[src/rtl/seven_segment_reader.sv]
// Display monitor: samples an active-low multiplexed seven-segment bus, decodes settled digits
// and hands complete frames off with valid/ack. Option macro: SEVEN_SEG_READER_SYNC_EN.
module seven_segment_reader #(
    parameter int DIGITS        = 4,
    parameter int STABLE_CYCLES = 3
) (
    input  logic                  clock,
    input  logic                  reset,
    input  logic                  A,
    input  logic                  B,
    input  logic                  C,
    input  logic                  D,
    input  logic                  E,
    input  logic                  F,
    input  logic                  G,
    input  logic [DIGITS-1:0]     digitSelect,
    input  logic                  frameAck,
    output logic [4*DIGITS-1:0]   digitValue,
    output logic [DIGITS-1:0]     digitValid,
    output logic [4*DIGITS-1:0]   frameValue,
    output logic                  frameValid,
    output logic                  overrun,
    output logic                  patternError
);
    // state  | meaning
    // WAIT   | digitSelect not exactly one low bit; nothing captured
    // SETTLE | one digit strobed; counting identical consecutive samples
    // HOLD   | digit captured; no recapture until the sample changes
    localparam logic [1:0] ST_WAIT   = 2'd0;
    localparam logic [1:0] ST_SETTLE = 2'd1;
    localparam logic [1:0] ST_HOLD   = 2'd2;

    localparam int         SW         = 7 + DIGITS;
    localparam logic [7:0] COUNT_LAST = 8'(STABLE_CYCLES);

    logic [SW-1:0] raw_bus;
    logic [SW-1:0] cur_bus;
    logic [SW-1:0] prev_bus;

    assign raw_bus = {A, B, C, D, E, F, G, digitSelect};

`ifdef SEVEN_SEG_READER_SYNC_EN
    logic [SW-1:0] sync_1;
    logic [SW-1:0] sync_2;

    always_ff @(posedge clock) begin
        if (reset) begin
            sync_1 <= '1;
            sync_2 <= '1;
        end else begin
            sync_1 <= raw_bus;
            sync_2 <= sync_1;
        end
    end

    assign cur_bus = sync_2;
`else
    assign cur_bus = raw_bus;
`endif

    // Bit 4 flags an undecodable pattern; bits 3:0 carry the code.
    function automatic logic [4:0] decode(input logic [6:0] lit);
        case (lit)
            7'b1111110: decode = 5'h00;
            7'b0110000: decode = 5'h01;
            7'b1101101: decode = 5'h02;
            7'b1111001: decode = 5'h03;
            7'b0110011: decode = 5'h04;
            7'b1011011: decode = 5'h05;
            7'b1011111: decode = 5'h06;
            7'b1110000: decode = 5'h07;
            7'b1111111: decode = 5'h08;
            7'b1111011: decode = 5'h09;
            7'b0000000: decode = 5'h0F;
            default:    decode = 5'h1E;
        endcase
    endfunction

    logic [1:0]          state;
    logic [1:0]          state_nx;
    logic [7:0]          count;
    logic [7:0]          count_nx;
    logic [DIGITS-1:0]   sel_lit;
    logic                one_hot;
    logic                same;
    logic                capture;
    logic                complete;
    logic [4:0]          dec;
    logic [4*DIGITS-1:0] digit_nx;
    logic [DIGITS-1:0]   valid_acc;

    assign sel_lit = ~cur_bus[DIGITS-1:0];
    assign one_hot = (sel_lit != '0) && ((sel_lit & (sel_lit - DIGITS'(1))) == '0);
    assign same    = (cur_bus == prev_bus);
    assign dec     = decode(~cur_bus[SW-1:DIGITS]);

    always_comb begin
        state_nx = state;
        count_nx = count;
        capture  = 1'b0;
        case (state)
            ST_WAIT: begin
                if (one_hot) begin
                    state_nx = ST_SETTLE;
                    count_nx = 8'd1;
                end
            end
            ST_SETTLE: begin
                if (!one_hot) begin
                    state_nx = ST_WAIT;
                    count_nx = 8'd0;
                end else if (same) begin
                    count_nx = count + 8'd1;
                    if (count + 8'd1 == COUNT_LAST) begin
                        capture  = 1'b1;
                        state_nx = ST_HOLD;
                    end
                end else begin
                    count_nx = 8'd1;
                end
            end
            ST_HOLD: begin
                if (!one_hot) begin
                    state_nx = ST_WAIT;
                    count_nx = 8'd0;
                end else if (!same) begin
                    state_nx = ST_SETTLE;
                    count_nx = 8'd1;
                end
            end
            default: begin
                state_nx = ST_WAIT;
                count_nx = 8'd0;
            end
        endcase
    end

    always_comb begin
        digit_nx = digitValue;
        for (int i = 0; i < DIGITS; i++) begin
            if (capture && sel_lit[i]) begin
                digit_nx[4*i +: 4] = dec[3:0];
            end
        end
    end

    assign valid_acc = digitValid | (capture ? sel_lit : '0);
    assign complete  = capture && (&valid_acc);

    always_ff @(posedge clock) begin
        if (reset) begin
            state        <= ST_WAIT;
            count        <= 8'd0;
            prev_bus     <= '1;
            digitValue   <= '0;
            digitValid   <= '0;
            frameValue   <= '0;
            frameValid   <= 1'b0;
            overrun      <= 1'b0;
            patternError <= 1'b0;
        end else begin
            state      <= state_nx;
            count      <= count_nx;
            prev_bus   <= cur_bus;
            digitValue <= digit_nx;
            digitValid <= complete ? '0 : valid_acc;
            if (capture && dec[4]) begin
                patternError <= 1'b1;
            end
            // A completing frame wins over ack; ack on that edge only suppresses overrun.
            if (complete) begin
                frameValue <= digit_nx;
                frameValid <= 1'b1;
                if (frameValid && !frameAck) begin
                    overrun <= 1'b1;
                end
            end else if (frameAck) begin
                frameValid <= 1'b0;
            end
        end
    end
endmodule

[config.mk]
export PLATFORM = sky130hd
export DESIGN_NAME = seven_segment_reader
export DESIGN_NICKNAME = d
export VERILOG_FILES = /design/src/rtl/seven_segment_reader.sv
export SDC_FILE = /design/constraint.sdc
export NUM_CORES = 1
export LEC_CHECK = 0
export CORE_ASPECT_RATIO = 0.9
export CORE_MARGIN = 2
export CORE_UTILIZATION = 30
export DETAILED_ROUTE_END_ITERATION = 16
export SLEW_MARGIN = 20
export SYNTH_ARGS = -nofsm -noshare
export SYNTH_HDL_FRONTEND = slang
export SYNTH_SLANG_ARGS = --single-unit
[constraint.sdc]
create_clock -name clock -period 2.5 [get_ports clock]
set_input_delay 0.5 -clock clock [delete_from_list [all_inputs] [get_ports clock]]
set_output_delay 0.5 -clock clock [all_outputs]
set_load 0.01 [all_outputs]
==> results.txt <==
----------------------------------------------------
[Finish]
  Reg area ... 1200 sq um
  Area added between synthesis and finish ... 42.0%
  Antenna cells ... 0
  # fillers ... 940
  Cell area after layout ... 4140 sq um
  Total area of multi-input combinational cells ... about 1700 sq um
  Fraction of final layout cells sized beyond drive strength 1 ... between 20 and 25%
  Leading cell type in the layout, fill and taps excluded ... dfxtp_1
  Final Core Density ... between 40% and 50%
  # nets final ... about 440
  Final standard cell count with taps included and fillers excluded ... between 500 and 600
  Most frequent cells in the layout ... dfxtp_1, clkdlybuf4s50_1, buf_4

[Timing]
  Number of max-slew violations in the final report ... 0
  Number of hold violations in the final report ... 0
  Final setup viols ... 0
  Aggregate negative setup slack ... 0 ns
  Share of the clock period used by the worst path after layout ... about 97%
  RSZ-0062 raised after global routing ... true
  Final critical path time including I/O delays and setup ... roughly 2.4 ns
  Slew margin rel. ... between 50% and 60%
  Post-route setup slack ... around 0.08 ns
  Fmax ... 413 MHz
  Slew at the pin closest to its max-slew limit ... 0.724 ns
  Layout Skew ... 0.0111 ns

[Logic synthesis]
  Mux share of post-synthesis cell area ... 2.75%
  Cell type with the highest aggregate area in the netlist ... dfxtp_1
  Number of library cell types mapped by synthesis ... between 50 and 60
  Most used flip-flop cell after synthesis ... dfxtp_1
  Xor-xnor portion of the synthesized cell area ... under 10%
  Share of synthesized cell area in full adder, half adder and majority cells ... less than 1%
  Syn Std Cell Area ... 2910 sq um
  Compound-gate portion of the synthesized area ... between 10% and 20%
  Yosys warnings ... 0
  EDFF count, synth ... 0
  Simple-Gate Fraction of Synth Area ... between 20 and 30%
  Yosys reg bits ... 60
  Post-Synthesis Net Count ... between 300 and 400
  Synth async-reset ratio ... 0%
  Part of the Yosys area used for sequential elements ... 41.3%
  Main area contributors after synthesis ... dfxtp_1, nor2_1, nor3_1
  Combinational family with the most area after synthesis ... simple AND/OR/NAND/NOR gates
  Share of the synthesized area in the top cell type ... 41.3%
  Gate Count Post-Synth ... 343
  Post-synthesis average cell area ... roughly 8.5 sq um

[Critical path]
  Required time reported for the critical path endpoint ... between 2 and 3 ns
  Crit-path max cell delay ... between 0.4 and 0.5 ns
  Ordered list of cells on the worst path ... clkdlybuf4s50_1, xor2_1, nor4_2, nand4_1, or3_4, or2_4, o31ai_1
  Highest net fanout along the worst path ... 4
  Worst-path cell with the longest stage delay ... clkdlybuf4s50_1
  Nature of the critical path endpoint ... flop
  Worst Path Class, Setup ... primary input to flop
  Data arrival time at the worst-slack endpoint ... between 2 and 3 ns
  Startpoint type of the worst setup path ... primary input

[Global route]
  GRT overflow ... 0
  Total global routing track utilization ... between 15 and 20%
  Largest net degree at the start of global routing ... 39
  Vias in the first global route ... around 2,700
  Number of antenna violations at the first check in global routing ... 0
  Wire length of the first global-routing pass ... between 10,000 and 15,000 um

[Drt]
  DRT iter0 DRCs ... 116
  Detail-routed via count per cell ... slightly above 5
  Vias after detailed routing ... roughly 2,800
  Sum of met2 wire segment lengths after detailed routing ... a little under 4000 um
  Drt wl/cell ... between 10 and 15 um
  Residual DRC ... 0
  Routed met3 length ... 528 um
  Drt total wl ... between 8000 and 9000 um
  Number of detailed-route iterations in the first pass ... 4
  Remaining number of nets flagged by the antenna check after routing ... 0
  Uppermost layer routed ... met4
  Met1 WL ... ~3800 um

[Placed design]
  Pre-CTS setup slack ... -0.372 ns
  Port Buffer Count ... 52
  Routability-driven placement congestion ratio ... 0.793
  Cell area reported after detailed placement ... 3800 sq um
  Placed Cells incl. Taps ... between 500 and 600
  Detailed-placement wirelength estimate ... just under 6000 um

[Clock network]
  Clock network latency to the later pin of the worst-skew pair ... between 0.3 and 0.4 ns
  TritonCTS clock tree ... done
  Cts-stage hold buffer count ... 0
  Inserted Clock Buffers ... 9
  Maximum buffer depth of the clock tree ... 2
  Root buf cell ... clkbuf_8
  Clock transition at the registers of the reported paths ... about 0.070 ns
  Maximum level of the CTS H-tree ... 3
  Sink count of the clock tree ... 60

[Job]
  Number of max-cap violations ... 0

[Hold path]
  Path type of the worst min-delay path ... flop to flop

[Floorplan]
  Overall die width ... 108 um
  Area of the core region ... between 9000 and 10,000 sq um
  Total I/O pin count ... between 50 and 60
  Placement row count ... 34
  Initial core utilization ... a little under a third
  Full die area ... roughly 11,000 sq um
  Die height ... about 100 um

[Power and ir drop]
  Reported leakage power ... about 1.5 nW
  Worst IR drop on VDD ... about 0.33 mV
  P per Cell Area ... between 500 and 600 nW/um^2

[Run status]
  Run status ... finished clean

----------------------------------------------------
-- path summary, 6_finish.rpt --
check                                                   to                 startpoint  depth (start not counted)  slack, ns
worst min-delay path             patternError$_SDFFE_PP0P_  patternError$_SDFFE_PP0P_                          2       0.45
worst max register to register  frameValue[8]$_SDFFE_PP0P_      count[0]$_SDFFE_PP0P_                         10       0.17
worst min register to register   patternError$_SDFFE_PP0P_  patternError$_SDFFE_PP0P_                          2       0.45
worst max-delay path            frameValue[3]$_SDFFE_PP0P_                          G                          7       0.08
-- report_power, final --
part           internal, mW  switching [mW]
clock                 0.619           0.384
sequential            0.968         0.00910
combinational        0.0890           0.106
total                  1.68           0.499
-- cell usage after synthesis, drive strengths merged, types with 5 or more instances --
| master | count |
|---|---|
| inv | 5 |
| a211oi | 6 |
| dfxtp | 60 |
| o21ai | 17 |
| clkbuf | 16 |
| a21oi | 21 |
| xor2 | 12 |
| nor4 | 8 |
| nor3 | 24 |
| nand2b | 7 |
| nor2b | 11 |
| nand2 | 23 |
| or2 | 13 |
| mux2i | 8 |
| nand3 | 5 |
| nand3b | 12 |
| buf | 9 |
| nor2 | 35 |
| or3 | 7 |
-- worst max-delay path, delay by kind of cell --
family / cells / cell delay (ns)
buffers and inverters: 1 / 0.44
xor gates and xnor gates: 1 / 0.16
and+or+nand+nor: 4 / 1.31
AOI/OAI and AO/OA: 1 / 0.24
-- layer usage --
metal / vias up / GRT usage, %
met2: 82 / 26.0
li1: 1387 / -
met3: 8 / 4.36
met5: - / 0
met1: 1336 / 21.3
met4: 0 / 3.85
-- timing repair --
action                                  4_1_cts  5_1_grt
buffers inserted                              0        1
gates resized for setup                       2       18
pin swaps                                     0        4
endpoints found under the setup margin       12       25
-- state kept, by name, summed over array words and instances (netlist names) --
name	cells
digitValue	16
count	8
prev_bus	11
frameValue	16
frameValid	1
digitValid	4
patternError	1
state	2
overrun	1
-- per-stage QoR --
| step | power [mW] | hold WS [ns] |
|---|---|---|
| 2_1_floorplan | 1.10 | 0.470 |
| 3_3_place_gp | 1.18 | 0.440 |
| 3_5_place_dp | 1.18 | 0.446 |
| 4_1_cts | 2.19 | 0.455 |
| 5_1_grt | 2.25 | 0.472 |
| 6_report | 2.17 | 0.449 |
-- cell type report --
class                           instances  share of cell area, %
Clock buffer                           13                   3.84
Clock inverter                          3                   1.66
Inverter                                5                  0.454
Multi-Input combinational cell        253                   40.2
Sequential cell                        60                   29.1
Tap cell                              126                   3.81
Timing Repair Buffer                   98                   21.0
-- cells by family (layout without fill, tap and decap cells) --
family,after synthesis,count (layout)
AOI/OAI and AO/OA,73,73
muxes,8,8
DFF,60,60
buffers and inverters,30,119
xor gates and xnor gates,14,14
adders and majority gates,2,2
and+or+nand+nor,156,156
(Power assumes the default switching activity.)
